**config.mk**
```make
export PLATFORM = sky130hd
export DESIGN_NAME = condicionador_entrada_flat
export DESIGN_NICKNAME = d
export VERILOG_FILES = /design/src/rtl/condicionador_entrada_pkg.sv /design/src/rtl/condicionador_entrada_if.sv /design/src/rtl/condicionador_entrada_sincronizador.sv /design/src/rtl/condicionador_entrada.sv /design/src/flat_wrapper.sv
export SDC_FILE = /design/constraint.sdc
export NUM_CORES = 1
export LEC_CHECK = 0
export CORE_UTILIZATION = 35
export CTS_BUF_LIST = sky130_fd_sc_hd__clkbuf_8
export CTS_CLUSTER_SIZE = 16
export DETAILED_ROUTE_END_ITERATION = 16
export HOLD_SLACK_MARGIN = 0.02
export SLEW_MARGIN = 20
export SYNTH_ARGS = -nofsm -noshare
export SYNTH_HDL_FRONTEND = slang
export SYNTH_SLANG_ARGS = --single-unit
```
**constraint.sdc**
```tcl
create_clock -name clk -period 2.3 [get_ports clk]
set_input_delay 0.69 -clock clk [delete_from_list [all_inputs] [get_ports clk]]
set_output_delay 0.69 -clock clk [all_outputs]
set_load 0.1 [all_outputs]
```
**src/rtl/condicionador_entrada_pkg.sv**
```systemverilog
// Shared project package for the input conditioner and the lock controller.
// Holds the conditioner FSM encoding, the default debounce length, the lock
// controller state constants and a small digit-validity helper.
package condicionador_entrada_pkg;

  localparam int DEBOUNCE_CICLOS_PADRAO = 4;

  typedef enum logic [1:0] {
    OCIOSO         = 2'd0,
    FILTRA_PRESSAO = 2'd1,
    PRESSIONADO    = 2'd2,
    FILTRA_SOLTURA = 2'd3
  } estado_t;

  // Lock controller states, kept here so both blocks share one source.
  typedef enum logic [1:0] {
    FECH_BLOQUEADA = 2'd0,
    FECH_DIGITANDO = 2'd1,
    FECH_ABERTA    = 2'd2,
    FECH_ALARME    = 2'd3
  } estado_fechadura_t;

  function automatic logic digito_invalido(input logic [3:0] d);
    return d > 4'd9;
  endfunction

endpackage

```
**src/rtl/condicionador_entrada_if.sv**
```systemverilog
// Bus between the raw keypad/button inputs and the lock controller.
//   botao    : raw push-button, active-low, may bounce
//   chaves   : raw 4-bit digit switches
//   insere   : active-low one-cycle strobe per accepted press
//   numero   : digit captured at acceptance
//   invalido : held digit is above 9
//   ocupado  : conditioner is not idle
interface condicionador_entrada_if;
  logic       botao;
  logic [3:0] chaves;
  logic       insere;
  logic [3:0] numero;
  logic       invalido;
  logic       ocupado;

  modport master (output botao, chaves, input insere, numero, invalido, ocupado);
  modport slave  (input botao, chaves, output insere, numero, invalido, ocupado);
endinterface

```
**src/rtl/condicionador_entrada_sincronizador.sv**
```systemverilog
// Two-flop synchronizer for asynchronous inputs.
//   clk, reset : clock and synchronous active-high reset
//   d          : asynchronous input
//   q          : synchronized output (two clk edges of latency)
// RST_VAL lets each input come out of reset at its inactive level.
module sincronizador #(
  parameter int           W       = 1,
  parameter logic [W-1:0] RST_VAL = '0
) (
  input  logic         clk,
  input  logic         reset,
  input  logic [W-1:0] d,
  output logic [W-1:0] q
);

  logic [W-1:0] meta;

  always_ff @(posedge clk) begin
    if (reset) begin
      meta <= RST_VAL;
      q    <= RST_VAL;
    end else begin
      meta <= d;
      q    <= meta;
    end
  end

endmodule

```
**src/rtl/condicionador_entrada.sv**
```systemverilog
// Input conditioner: synchronizes and debounces an active-low push-button
// and captures the digit switches on each accepted press.
//   clk, reset : clock and synchronous active-high reset
//   bus        : slave side of condicionador_entrada_if
// A press (or release) is accepted once the synchronized button has held
// the new level for DEBOUNCE_CICLOS+1 consecutive samples. All outputs are
// registered.
module condicionador_entrada
  import condicionador_entrada_pkg::*;
#(
  parameter int DEBOUNCE_CICLOS = DEBOUNCE_CICLOS_PADRAO
) (
  input logic                    clk,
  input logic                    reset,
  condicionador_entrada_if.slave bus
);

  localparam int            CW      = $clog2(DEBOUNCE_CICLOS + 1);
  localparam logic [CW-1:0] CNT_MAX = CW'(DEBOUNCE_CICLOS);
  localparam logic [CW-1:0] CNT_UM  = CW'(1);

  logic          botao_s;
  logic [3:0]    chaves_s;
  estado_t       estado, estado_prox;
  logic [CW-1:0] cnt, cnt_prox;
  logic          aceita;

  sincronizador #(.W(1), .RST_VAL(1'b1)) u_sinc_botao (
    .clk   (clk),
    .reset (reset),
    .d     (bus.botao),
    .q     (botao_s)
  );

  sincronizador #(.W(4), .RST_VAL(4'd0)) u_sinc_chaves (
    .clk   (clk),
    .reset (reset),
    .d     (bus.chaves),
    .q     (chaves_s)
  );

  // Counter never exceeds CNT_MAX: every path that reaches it either leaves
  // the filter state or clears it.
  always_comb begin
    estado_prox = estado;
    cnt_prox    = cnt;
    aceita      = 1'b0;
    case (estado)
      OCIOSO: begin
        if (!botao_s) begin
          estado_prox = FILTRA_PRESSAO;
          cnt_prox    = CNT_UM;
        end
      end
      FILTRA_PRESSAO: begin
        if (botao_s) begin
          estado_prox = OCIOSO;
          cnt_prox    = '0;
        end else if (cnt == CNT_MAX) begin
          estado_prox = PRESSIONADO;
          cnt_prox    = '0;
          aceita      = 1'b1;
        end else begin
          cnt_prox = cnt + CNT_UM;
        end
      end
      PRESSIONADO: begin
        if (botao_s) begin
          estado_prox = FILTRA_SOLTURA;
          cnt_prox    = CNT_UM;
        end
      end
      FILTRA_SOLTURA: begin
        if (!botao_s) begin
          estado_prox = PRESSIONADO;
          cnt_prox    = '0;
        end else if (cnt == CNT_MAX) begin
          estado_prox = OCIOSO;
          cnt_prox    = '0;
        end else begin
          cnt_prox = cnt + CNT_UM;
        end
      end
      default: begin
        estado_prox = OCIOSO;
        cnt_prox    = '0;
      end
    endcase
  end

  always_ff @(posedge clk) begin
    if (reset) begin
      estado       <= OCIOSO;
      cnt          <= '0;
      bus.insere   <= 1'b1;
      bus.numero   <= 4'd0;
      bus.invalido <= 1'b0;
      bus.ocupado  <= 1'b0;
    end else begin
      estado      <= estado_prox;
      cnt         <= cnt_prox;
      bus.insere  <= ~aceita;
      // Registered from next state so ocupado tracks the state flop exactly.
      bus.ocupado <= (estado_prox != OCIOSO);
      if (aceita) begin
        bus.numero   <= chaves_s;
        bus.invalido <= digito_invalido(chaves_s);
      end
    end
  end

endmodule

```
**src/flat_wrapper.sv**
```systemverilog
// flat-port wrapper written by rule: the top's interface ports become plain ports
module condicionador_entrada_flat import condicionador_entrada_pkg::*;
#(
  parameter int DEBOUNCE_CICLOS = DEBOUNCE_CICLOS_PADRAO
)
  (clk, reset, bus_botao, bus_chaves, bus_insere, bus_numero, bus_invalido, bus_ocupado);
  condicionador_entrada_if bus_i ();
  input logic clk;
  input logic reset;
  input wire logic [$bits(bus_i.botao)-1:0] bus_botao;
  input wire logic [$bits(bus_i.chaves)-1:0] bus_chaves;
  output wire logic [$bits(bus_i.insere)-1:0] bus_insere;
  output wire logic [$bits(bus_i.numero)-1:0] bus_numero;
  output wire logic [$bits(bus_i.invalido)-1:0] bus_invalido;
  output wire logic [$bits(bus_i.ocupado)-1:0] bus_ocupado;
  assign bus_i.botao = bus_botao;
  assign bus_i.chaves = bus_chaves;
  assign bus_insere = bus_i.insere;
  assign bus_numero = bus_i.numero;
  assign bus_invalido = bus_i.invalido;
  assign bus_ocupado = bus_i.ocupado;
  condicionador_entrada #(.DEBOUNCE_CICLOS(DEBOUNCE_CICLOS)) u_core (.clk(clk), .reset(reset), .bus(bus_i));
endmodule
```
==> results.sh <==
export IMPL_synthToLayoutAreaGrowth_pct=19.91
export IMPL_n_antenna_cell=0
export IMPL_cts_clk_slew_worst_paths_ns=0.07
export IMPL_rsz0062_at_grt="false"
export IMPL_endpoint_kind="flip-flop"
export IMPL_clockBufferDepth=2
export IMPL_grt_max_degree=19
export IMPL_worst_slack_ns=0.6891
export IMPL_dp_cells=113
export IMPL_drive_gt1_frac=0.1818
export IMPL_synth_fa_ha_area_frac=0.03017
export IMPL_dieWidth_um=50.69
export IMPL_drc=0
export IMPL_timing_setup_tns_ns=0
export IMPL_clock_sinks=22
export IMPL_core_mm2=0.002233
export IMPL_synth_xor_area_frac=0.02112
export IMPL_synth_edf_count=0
export IMPL_p_leak_uw=0.0003716
export IMPL_io_buffers=13
export IMPL_start_util=0.3714
export IMPL_cts_hold_buffers=0
export IMPL_synth_top_family_by_area="simple AND/OR/NAND/NOR gates"
export IMPL_synth_mux_area_frac=0.01810
export IMPL_fin_crit_sh=0.7004
export IMPL_cts_resized_gates=0
export IMPL_required_ns=2.45
export IMPL_setup_viol=0
export IMPL_cts_root_buf="clkbuf_8"
export IMPL_async_reset_ff_frac=0
export IMPL_max_vdd_ir_drop_uv=382.2
export IMPL_die_h_um=50.69
export IMPL_status="complete, no violations"
export IMPL_instances_no_fill=116
export IMPL_synth_cells=75
export IMPL_dpl_cell_area_um2=953.4
export IMPL_num_nets_final=99
export IMPL_relSlewSlack=0.7458
export IMPL_cts_tree="built"
export IMPL_cts_buffers=3
export IMPL_fmax_mhz=620.8
export IMPL_routed_wl_mm=1.249
export IMPL_dieArea_mm2=0.002569
export IMPL_synth_warnings=0
export IMPL_hold_viol_final=0
export IMPL_synth_nets=84
export IMPL_place_congestion=0.6587
export IMPL_clock_skew_ns=0.002095
export IMPL_antenna_left=0
export IMPL_start_kind="input pin"
export IMPL_clk_latency_ns=0.26
export IMPL_critical_path_class="input pin to flip-flop"
export IMPL_synth_compound_area_share=0.1327
export IMPL_dr_pass1_iters=3
export IMPL_ys_seq_area_frac=0.5309
export IMPL_syn_area_um2=829.5
export IMPL_worstPathMaxFanout=9
export IMPL_fin_crit_ns=1.611
export IMPL_vias_per_cell=4.845
export IMPL_syn_area_per_cell_um2=11.06
export IMPL_hp_class="flip-flop to flip-flop"
export IMPL_yosys_area_share_simple=0.2157
export IMPL_p_per_area_mw_per_mm2=664.4
export IMPL_dp_final_hpwl_um=876.9
export IMPL_tightest_slew_ns=0.3808
export IMPL_globalRouteTotalUtil=0.1213
export IMPL_rows=17
export IMPL_postCtsSetupRepairBufs=0
export IMPL_synth_ff_latch_count=22
export IMPL_synth_main_ff_cell="dfxtp_1"
export IMPL_grt_pass1_wl_mm=2.214
export IMPL_cp_arrival_ns=1.77
export IMPL_antenna_found_initial=0
export IMPL_drt_iter0_drc=6
export IMPL_wire_per_inst_um=10.77
export IMPL_final_max_slew_viol_count=0
export IMPL_pre_cts_ws_ns=0.4249
export IMPL_yosysUniqueCellTypes=30
export IMPL_grt_pass1_vias=528
export IMPL_postLayoutCellArea_um2=994.7
export IMPL_max_cap_violations=0
export IMPL_htreeDepth=1
export IMPL_io_pins=14
export IMPL_grt_ovfl_total=0
export IMPL_vias=562
flip-flops by register name, summed over array words and instances (netlist names):
register and count:
u_core.estado 2, u_core.u_sinc_botao.q 1, u_core.bus.insere 1, u_core.bus.ocupado 1
u_core.bus.numero 4, u_core.cnt 3, u_core.u_sinc_chaves.q 4, u_core.u_sinc_chaves.meta 4
u_core.u_sinc_botao.meta 1, u_core.bus.invalido 1
cells by family (layout without fill, tap and decap cells):
logic type	after synthesis	in the layout
simple gates	27	27
flops	22	22
compound gates	14	14
buf+inv	7	20
fa+ha+maj	2	2
xor+xnor	2	2
mux	1	1
critical path: stages:
cell             delay [ns]
clkdlybuf4s50_1        0.48
clkinv_1               0.21
o311a_1                0.20
a31o_1                 0.18
final cells by class:
cell class	count	area [um^2]
fill	228	1239
sequential	22	440.4
inverter	3	11.26
timing repair buffer	14	120.1
multi-input combinational	46	346.6
clock buffer	3	41.29
tap	28	35.03
per-stage QoR:
step                      total power [uW]  hold WS (ns)    util
after floorplan                      427.1        0.3895       -
after global routing                 694.1        0.4319  0.4454
after global placement               440.2        0.3928  0.4269
final                                660.8        0.4161  0.4454
after CTS                            677.0        0.4153  0.4454
after detailed placement             441.0        0.3972  0.4269
routing by layer:
layer,share of wire,vias to the layer above,track usage,routed length [um]
met5,0,-,0,0
met4,0.025,0,0.1111,31
met3,0.035,4,0.02727,44
met2,0.45,12,0.1889,563
met1,0.49,257,0.1362,609
li1,-,289,-,-
Yosys cell counts, types with 2 or more instances:
cell type	number	share of area
nand4_1	2	0.015
buf_6	2	0.027
nor2b_1	9	0.068
a31o_1	4	0.042
nand2_1	4	0.018
ha_1	2	0.030
dfxtp_1	22	0.53
o311a_1	4	0.048
inv_1	2	0.0091
a21oi_1	3	0.018
nor2_1	2	0.0091
placed cells by master, fill, tap and decap left out, types with 2 or more instances in the layout:
cell type and instances:
clkbuf_8 3, inv_1 2, nor2_1 2, nand2_1 4, o311a_1 4, nand4_1 2
ha_1 2, clkdlybuf4s50_1 6, buf_4 8, dfxtp_1 22, nor2b_1 9, a31o_1 4
a21oi_1 3
power breakdown:
group | switching [uW] | internal (uW)
clock | 112 | 117
combinational | 17.0 | 18.2
sequential | 5.87 | 391
worst paths after layout:
check	startpoint	endpoint	slack [ns]	cells past startpoint
worst max-delay path	reset	u_core.bus.numero[3]$_SDFFE_PP0P_	0.69	4
worst min-delay path	u_core.u_sinc_botao.meta$_SDFF_PP1_	u_core.u_sinc_botao.q$_SDFF_PP1_	0.42	1
worst max register to register	u_core.cnt[0]$_SDFFE_PP0P_	u_core.bus.invalido$_SDFFE_PP0P_	0.81	5
worst min register to register	u_core.u_sinc_botao.meta$_SDFF_PP1_	u_core.u_sinc_botao.q$_SDFF_PP1_	0.42	1
Power figures use the tool's default switching activity.
